===== src/rtl/mem_arbiter.sv =====
// Two-port (instruction/data) arbiter onto a single memory port.
// Requests are latched on grant; ties alternate, starting with the data side.
module mem_arbiter #(
    parameter int unsigned MAX_WAIT = 255
) (
    input  logic        clk,
    input  logic        nrst,
    input  logic        iren,
    input  logic [31:0] iaddr,
    output logic        ihit,
    output logic [31:0] iload,
    input  logic        dren,
    input  logic        dwen,
    input  logic [31:0] daddr,
    input  logic [31:0] dstore,
    input  logic [2:0]  dwidth,
    output logic        dhit,
    output logic [31:0] dload,
    output logic        mem_ren,
    output logic        mem_wen,
    output logic [31:0] mem_addr,
    output logic [31:0] mem_store,
    output logic [2:0]  mem_width,
    input  logic        mem_ready,
    input  logic [31:0] mem_load,
    output logic        err
);
    localparam logic [1:0] IDLE  = 2'd0;
    localparam logic [1:0] I_ACC = 2'd1;
    localparam logic [1:0] D_ACC = 2'd2;
    // The counter holds the number of stalled cycles before the current one.
    localparam logic [7:0] WAIT_LAST = 8'(MAX_WAIT - 1);

    logic [1:0]  state, state_nxt;
    logic        last_d;
    logic [7:0]  wait_cnt;
    logic [31:0] req_addr, req_store;
    logic [2:0]  req_width;
    logic        req_write;
    logic        d_req, grant_i, grant_d, acc, timeout;

    assign d_req   = dren | dwen;
    assign grant_d = (state == IDLE) && d_req && (!iren || !last_d);
    assign grant_i = (state == IDLE) && iren && !grant_d;
    assign acc     = (state != IDLE);
    assign timeout = acc && !mem_ready && (wait_cnt == WAIT_LAST);

    always_comb begin
        state_nxt = state;
        if (grant_d)
            state_nxt = D_ACC;
        else if (grant_i)
            state_nxt = I_ACC;
        else if (acc && (mem_ready || timeout))
            state_nxt = IDLE;
    end

    always_ff @(posedge clk or negedge nrst) begin
        if (!nrst) begin
            state     <= IDLE;
            last_d    <= 1'b0;
            wait_cnt  <= 8'd0;
            req_addr  <= 32'd0;
            req_store <= 32'd0;
            req_width <= 3'd0;
            req_write <= 1'b0;
        end else begin
            state <= state_nxt;
            if (grant_d) begin
                req_addr  <= daddr;
                req_store <= dstore;
                req_width <= dwidth;
                req_write <= dwen;
                last_d    <= 1'b1;
                wait_cnt  <= 8'd0;
            end else if (grant_i) begin
                req_addr  <= iaddr;
                req_store <= 32'd0;
                req_width <= 3'b010;
                req_write <= 1'b0;
                last_d    <= 1'b0;
                wait_cnt  <= 8'd0;
            end else if (acc && !mem_ready) begin
                wait_cnt  <= wait_cnt + 8'd1;
            end
        end
    end

    // Memory side is driven only from the latched request, gated by state.
    assign mem_ren   = acc && !req_write;
    assign mem_wen   = acc && req_write;
    assign mem_addr  = acc ? req_addr  : 32'd0;
    assign mem_store = acc ? req_store : 32'd0;
    assign mem_width = acc ? req_width : 3'd0;

    assign ihit  = (state == I_ACC) && mem_ready;
    assign dhit  = (state == D_ACC) && mem_ready;
    assign iload = ihit ? mem_load : 32'd0;
    assign dload = (dhit && !req_write) ? mem_load : 32'd0;
    assign err   = timeout;
endmodule


===== config.mk =====
export PLATFORM = sky130hd
export DESIGN_NAME = mem_arbiter
export DESIGN_NICKNAME = d
export VERILOG_FILES = /design/src/rtl/mem_arbiter.sv
export SDC_FILE = /design/constraint.sdc
export NUM_CORES = 1
export LEC_CHECK = 0
export ABC_CLOCK_PERIOD_IN_PS = 2840
export BUFFER_PORTS_ARGS = -buffer_cell sky130_fd_sc_hd__buf_2
export CORE_AREA = 2 2 106 108
export CTS_CLUSTER_SIZE = 40
export DETAILED_ROUTE_END_ITERATION = 16
export DIE_AREA = 0 0 108 110
export PLACE_DENSITY = 0.77
export RECOVER_POWER = 25
export SYNTH_ARGS = -nofsm -noshare
export SYNTH_HDL_FRONTEND = slang
export SYNTH_SLANG_ARGS = --single-unit

===== constraint.sdc =====
create_clock -name clk -period 2.84 [get_ports clk]
set_clock_uncertainty 0.15 [all_clocks]
set_input_delay 0.426 -clock clk [delete_from_list [all_inputs] [get_ports clk]]
set_output_delay 0.426 -clock clk [all_outputs]
set_load 0.03 [all_outputs]

# After elaboration in Yosys (flattened, before gate mapping)
# Cells that the tools add are included.
word_totals:
  output_inout_bits: 136
  wordCells: 56
  register_bits: 79
classes:
  reduce_logical: 24
  bitwise_logic: 1
  eq_ne: 3
  add_sub_neg: 1
  mux: 20
ops:
  columns: ["operator", "n"]
  rows:
  - ["2-to-1 mux 32 bit", 8]
  - ["2-to-1 mux 8 bit", 3]
  - ["logical AND 1 bit", 12]
  - ["2-to-1 mux 3 bit", 3]
  - ["adder 8 x 1 -> 8 bit, second input constant", 1]
  - ["equality test 8 bit, second input constant", 1]
  - ["2-to-1 mux 2 bit", 3]
  - ["nonzero test 3 bit", 2]
  - ["logical NOT 1 bit", 5]
  - ["nonzero test 2 bit", 2]
  - ["2-to-1 mux 1 bit", 3]
  - ["equality test 2 x 1 -> 1 bit, second input constant", 1]
  - ["equality test 2 bit, second input constant", 1]
  - ["logical NOT 2 bit", 1]
  - ["logical OR 1 bit", 2]
  - ["OR 1 bit", 1]

# Longest topological paths before layout
# Gate-level depths: netlist of the first run.
depth:
  ltp_word: 8
  ltp_mapped: 5
  mapped_depth_nobuf: 5

# Worst setup path before layout of the first run
# OpenSTA, ideal clock, no wires.
synth_path:
  path_type: "reg-to-output"
  startpoint: "register state[0]"
  endpoint: "output port iload[22]"
  required_time_ps: 2264
  arrival_ps: 1489
  path_stages_with_launch: 5
  setup_slack_ps: 775
  n_path_buf: 1
  cell_sequence: "dfrtp_1 > nand2_1 > nor2_1 > clkbuf_1 > and2_1"
synth_between:
  elab_chain_len: 3
synth_rtl:
  columns: ["item", "line", "rtl"]
  rows:
  - ["start: declaration", "34", "logic [1:0] state, state_nxt;"]
  - ["start signal: assignment", "68", "state <= state_nxt;"]
  - ["equality test 2 x 1 -> 1 bit", "96", "assign ihit = (state == I_ACC) && mem_ready;"]
  - ["logical AND 1 bit", "96", null]
  - ["via ihit", "10", "output logic ihit,"]
  - ["2-to-1 mux 32 bit", "98", "assign iload = ihit ? mem_load : 32'd0;"]
  - ["end: declaration", "11", "output logic [31:0] iload,"]
# The timed path passes the listed nets, and every way through them passes these cells.

# Worst setup path after layout of the first run
layout_path:
  startpoint: "register state[0]"
  endpoint: "output port mem_addr[20]"
layout_between:
  elab_chain_len: 2
layout_rtl:
  columns: ["item", "line", "rtl"]
  rows:
  - ["nonzero test 2 bit", "45", "assign acc = (state != IDLE);"]
  - ["2-to-1 mux 32 bit", "92", "assign mem_addr = acc ? req_addr : 32'd0;"]
  - ["end: declaration", "21", "output logic [31:0] mem_addr,"]
# No other way between the ends.

==> results of run 1 <==
==> layout by cell type, fill, tap and decap left out, types with 2 or more instances in the layout <==
master and count:
nand2b_1 2, dfrtp_1 79, clkinv_4 3, or4_1 3, a22o_1 35, inv_1 2
nand3_1 3, clkbuf_8 10, clkinvlp_4 2, a21oi_1 5, a2bb2oi_1 32, or3_1 2
nand2_1 6, buf_4 9, a211oi_1 33, nor2_1 8, o31ai_1 3, o21ai_0 37
nor2_4 2, buf_2 271, ha_1 2, and2_1 132
==> Yosys cell counts, drive strengths merged <==
library cell	instances	area, um^2
and2	132	826
dfrtp	79	1980
o21ai	37	185
a22o	35	307
a211oi	33	248
a2bb2oi	33	295
clkbuf	25	93.8
buf	17	101
nor2	10	47.6
nand2	6	22.5
a21oi	5	25.0
nand3	3	15.0
nor3	3	26.3
o31ai	3	22.5
or4	3	22.5
ha	2	25.0
inv	2	7.51
nand2b	2	12.5
o21bai	2	18.8
or3	2	12.5
a21o	1	7.51
mux2i	1	10.0
nand4	1	6.26
nor4	1	6.26
o211ai	1	7.51
o21ba	1	10.0
o22a	1	8.76
o2bb2ai	1	8.76
or2	1	6.26
or2b	1	7.51
xnor2	1	8.76
==> area by class of cell <==
| class | instances | area [um^2] |
|---|---|---|
| inverters | 2 | 7.51 |
| well taps | 140 | 175 |
| clock inverters | 6 | 46.3 |
| clock buffers | 10 | 138 |
| repair buffers | 282 | 1450 |
| flip-flops and latches | 79 | 1980 |
| multi-input cells | 323 | 2220 |
| fillers | 942 | 4680 |
==> power by group through the flow <==
stage	logic, W	clock network, W	registers (W)
floorplan	0.00339	0	0.00180
global placement	0.00440	0	0.00188
detailed placement	0.00450	0	0.00189
CTS	0.00449	0.000800	0.00188
global route	0.00482	0.000853	0.00195
finish	0.00448	0.000774	0.00190
==> through the flow <==
step                cell area [um^2]  utilization  total power (W)  std cells  setup slack (ns)
floorplan                       4380            -          0.00519        445             0.775
global placement                5830        0.545          0.00627        825             0.581
detailed placement              5830        0.545          0.00638        825             0.505
CTS                             6010        0.562          0.00718        841             0.114
global route                    6020        0.562          0.00763        842            0.0927
finish                          6020        0.562          0.00715        842             0.247
==> routing by layer <==
metal / part of all wire / vias up / routed length, um / track usage
met3: 0.065 / 13 / 893 / 0.0523
li1: - / 2096 / - / -
met4: 0.0094 / 2 / 129 / 0.0678
met5: 0.00080 / - / 11 / 0
met2: 0.48 / 151 / 6610 / 0.338
met1: 0.44 / 2088 / 6090 / 0.298
==> worst reg2reg max path, cell delays in order, from the launching register on <==
cell and delay [ns]:
dfrtp_1 0.50, or2_2 0.53, nor2_4 0.71, a22o_1 0.26
==> flip-flops by register name, summed over array words and instances, names as in the netlist <==
signal     count
req_addr      32
req_store     32
wait_cnt       8
req_width      3
state          2
last_d         1
req_write      1
==> logic make-up (layout without fill, tap and decap cells) <==
kind of cell / count (synthesis) / count (layout) / share of synthesized area
AND/OR/NAND/NOR: 165 / 166 / 0.231
AO/OA/AOI/OAI: 153 / 153 / 0.261
XOR/XNOR: 1 / 1 / 0.00200
adder cells (fa/ha/maj): 2 / 2 / 0.00572
buffers and inverters: 44 / 300 / 0.0463
flip-flops: 79 / 79 / 0.452
multiplexers: 1 / 1 / 0.00229
==> how the worst max path moves through the flow <==
stage | from | slack, ns | end
finish | state[0] | 0.25 | mem_addr[20]
global route | state[0] | 0.09 | mem_addr[21]
detailed placement | state[0] | 0.50 | mem_addr[21]
global placement | state[0] | 0.58 | mem_addr[22]
floorplan | state[0] | 0.77 | iload[22]
CTS | state[0] | 0.11 | mem_addr[21]
==> results.md, run 1 <==
- Core area: 10,700 um^2
- DIE HEIGHT: ~110 um
- Avg Vias per Cell: 5.17
- Power Density: ~1200 nW/um^2
- Syn Inst Count: 445
- #FFs+latches synth: 79
- Layout cells sized above 1: 0.439
- Inserted Clock Buffers: 9
- Critical Path AT: 2.02 ns
- Pre-antenna DRT Iters: 5
- Clock slew at reported path FFs: 0.09 ns
- Hold-fix buffers, CTS: 0
- CTS max path bufs: 2
- CP bufs+invs: 2
- Hold worst-path end: req_width[1]
- Die ar.: 11,900 um^2
- Critical Path, Cell by Cell: or2_4 -> buf_4 -> and2_1 -> buf_2
- Pin count of the biggest net entering global routing: 80
- Worst skew pair latency: around 0.35 ns
- Worst hold path type: in2reg
- Antenna Cells: 0
- GRT Resource Usage Total: 0.216
- Hold_sp: dwidth[1]
- Static Leak: 3.13 nW
- Worst path max stage delay: between 0.5 and 0.6 ns
- Worst EP required: 2.26 ns
- CP startpoint kind: flop
- Reg2Reg Setup Slack: between 0.6 and 0.7 ns
- Post-CTS resize count: 0
- Avg WL per Cell: 16.3 um
- Slowest cell on crit path: dfrtp_1
- CTS root buf: clkbuf_8
- I/O Pins: 273
- Routed via count: 4,350
- Post-synthesis sequential area ratio: 0.452
- Hold_ws: 0.136 ns
- Sw Pwr: between 0.003 and 0.004 W
- Placer congestion estimate: approximately 0.8
- Period utilization: 0.913
- Critical path's top delay family: simple AND/OR/NAND/NOR gates
- H-tree levels: 3
- Crit path time final: approximately 2.6 ns
- Max-slew headroom: -0.296
- Die W: 108 um
- Hold Fails Final Rpt: 0
- Row count: 38
- Internal: around 0.0036 W
- Dpl hpwl: 10.0 mm
- Combinational share of power: 0.626
- Flop pwr share: 0.266
- Peak supply drop: roughly 550 uV
- ANT nets after route: 0
- Aggregate routed wire length: 13.7 mm
- Starting density of the core: 0.409
- CTS sink cnt: 79
- Max-Cap Viols: 1
- Sw Ratio: 0.503
- Synth Cell Area: 4380 um^2
- TritonCTS clock tree: done
- Critical R2R Capture: req_store[28]
- FF-to-FF Start: state[0]
- Final slew viol count: 80
- Final setup vio count: 0
- Max frequency: slightly below 400 MHz
- RSZ-0062 raised after global routing: false
- Clock share of power: 0.108
- Hold depth: 2
- Global-route wire length before repair: a little over 20 mm
- Critical path depth: 4
- Worst setup EP type: output pin
- Final TNS setup: 0 ns
- GRT overflow: 0
- Syn Nets: 584
- Fin nets: 836
- Syn Area/Cell: 9.84 um^2
- Failing checks: capacitance limit, slew limit
- Critical path class: reg2out
- Vias in the first global route: 4,141
- Number of synthesis warnings: 0
- Initial DRC count: 216
- Measured slew at the worst slew-check pin: 1.94 ns
- Layout area overhead: 37.4%
- R2R depth: 3
- Synth cell types: 38
- Initial antenna violation count: 1
- Worst-path fanout max: 43
- Number of port buffers: 272
- Outcome: complete, but fails checks
- Remaining DRCs: 0
- Post-CTS setup repair buffer count: 0
Power figures use the tool's default switching activity.
==> run 2: changes to the inputs <==
--- a/config.mk
+++ b/config.mk
@@ -5,9 +5,10 @@
 export SDC_FILE = /design/constraint.sdc
 export NUM_CORES = 1
 export LEC_CHECK = 0
-export ABC_CLOCK_PERIOD_IN_PS = 2840
+export ABC_CLOCK_PERIOD_IN_PS = 3400
 export BUFFER_PORTS_ARGS = -buffer_cell sky130_fd_sc_hd__buf_2
 export CORE_AREA = 2 2 106 108
+export CTS_CLUSTER_DIAMETER = 120
 export CTS_CLUSTER_SIZE = 40
 export DETAILED_ROUTE_END_ITERATION = 16
 export DIE_AREA = 0 0 108 110
==> constraint.sdc (replaced) <==
create_clock -name clk -period 3.4 [get_ports clk]
set_clock_uncertainty 0.15 [all_clocks]
set_input_delay 0.51 -clock clk [delete_from_list [all_inputs] [get_ports clk]]
set_output_delay 0.51 -clock clk [all_outputs]
set_load 0.03 [all_outputs]
==> results.md, run 2 (synthesized netlist as in run 1, its figures left out) <==
- H-tree levels: 3
- RSZ-0062 raised after global routing: false
- Placed cell area: ~5800 um^2
- Measured slew at the worst slew-check pin: 1.91 ns
- Post-CTS resize count: 0
- Peak supply drop: a little over 500 uV
- Initial DRC count: 288
- Final TNS setup: 0 ns
- Final slew viol count: 80
- Layout cells sized above 1: 0.433
- Placer congestion estimate: 0.797
- Critical path class: reg2out
- Worst EP required: 2.74 ns
- CTS max path bufs: 2
- Worst hold path type: in2reg
- CP bufs+invs: 1
- Remaining DRCs: 0
- Max-Cap Viols: 1
- Crit path time final: 2.89 ns
- Die W: 108 um
- Aggregate routed wire length: 13.4 mm
- Max-slew headroom: -0.273
- CP startpoint kind: flop
- Period utilization: 0.850
- GRT overflow: 0
- Worst-path fanout max: approximately 130
- DIE HEIGHT: approximately 110 um
- Routed via count: ~4.3k
- Inserted Clock Buffers: 9
- Avg Vias per Cell: 5.12
- CTS sink cnt: 79
- Slowest cell on crit path: or2_4
- Die ar.: 11,900 um^2
- Critical path's top delay family: simple AND/OR/NAND/NOR gates
- Most frequent cells in the layout: buf_2, and2_1, dfrtp_1
- I/O Pins: 273
- Dpl hpwl: between 9 and 10 mm
- Worst path max stage delay: 0.87 ns
- Avg WL per Cell: approximately 16 um
- Layout area overhead: 36.6%
- Vias in the first global route: 4,141
- Core area: 10,700 um^2
- Failing checks: capacitance limit, slew limit
- Row count: 38
- Fin nets: between 800 and 900
- Fin area: 5980 um^2
- Critical path depth: 3
- Antenna Cells: 0
- Initial antenna violation count: 0
- Number of port buffers: between 200 and 300
- Worst skew pair latency: 0.34 ns
- Power Density: 992 nW/um^2
- Starting density of the core: 0.409
- Final setup vio count: 0
- Largest regs: req_addr x32, req_store x32, wait_cnt x8
- Static Leak: approximately 3.1 nW
- Post-CTS setup repair buffer count: 0
- Hold depth: 2
- ANT nets after route: 0
- Pin count of the biggest net entering global routing: 126
- Critical Path AT: 2.23 ns
- R2R depth: 3
- CTS root buf: clkbuf_8
- Max frequency: 346 MHz
- Hold Fails Final Rpt: 0
- Global-route wire length before repair: 20.2 mm
- Clock slew at reported path FFs: 0.08 ns
- Hold-fix buffers, CTS: 0
- TritonCTS clock tree: done
- Outcome: complete, but fails checks
- Worst setup EP type: output pin
- Most common cell after layout, fill and taps aside: buf_2
- Pre-antenna DRT Iters: 6
- Critical Path, Cell by Cell: or2_4 -> and2_1 -> buf_2
- GRT Resource Usage Total: 0.217
run 2: worst paths after layout:
path | startpoint | to | slack (ns)
setup / recovery | state[0] | mem_addr[10] | 0.51
hold / removal | dwidth[0] | req_width[0] | 0.22
setup reg to reg | state[0] | req_addr[20] | 0.91
hold reg to reg | req_store[9] | req_store[9] | 0.36
max in group asynchronous | nrst | req_addr[23] | 1.44
min in group asynchronous | nrst | req_store[14] | 0.54
run 2: cell type report:
type | instances | area, um^2
Fill cell | 964 | 4720
Clock buffer | 11 | 131
Clock inverter | 5 | 58.8
Timing Repair Buffer | 279 | 1410
Inverter | 2 | 7.51
Tap cell | 140 | 175
Multi-Input combinational cell | 322 | 2220
Sequential cell | 79 | 1980
run 2: per-stage QoR:
step | setup WS, ns | cells | hold WS [ns] | power [W] | utilization
floorplan | 1.19 | 445 | 0.0644 | 0.00433 | -
global placement | 0.991 | 822 | 0.331 | 0.00520 | 0.542
detailed placement | 0.887 | 822 | 0.335 | 0.00528 | 0.542
CTS | 0.516 | 838 | 0.201 | 0.00598 | 0.559
global route | 0.310 | 838 | 0.192 | 0.00636 | 0.559
finish | 0.509 | 838 | 0.220 | 0.00594 | 0.559
run 2: report_power, final:
part	switching, W	internal, W	leakage, nW
Combinational	0.00236	0.00131	2.06
Clock	0.000341	0.000340	0.0895
Sequential	0.000253	0.00134	0.952
Total	0.00295	0.00298	3.10
run 2: routing by layer:
metal  GRT usage  part of all wire
met1       0.301              0.44
met4      0.0531            0.0083
met5           0                 0
met3      0.0494             0.068
met2       0.345              0.48
run 2: worst register-to-register path: stages, from the launching register on:
cell and delay [ns]:
dfrtp_1 0.48, or2_4 0.60, nor2_4 0.91, a2bb2oi_1 0.25
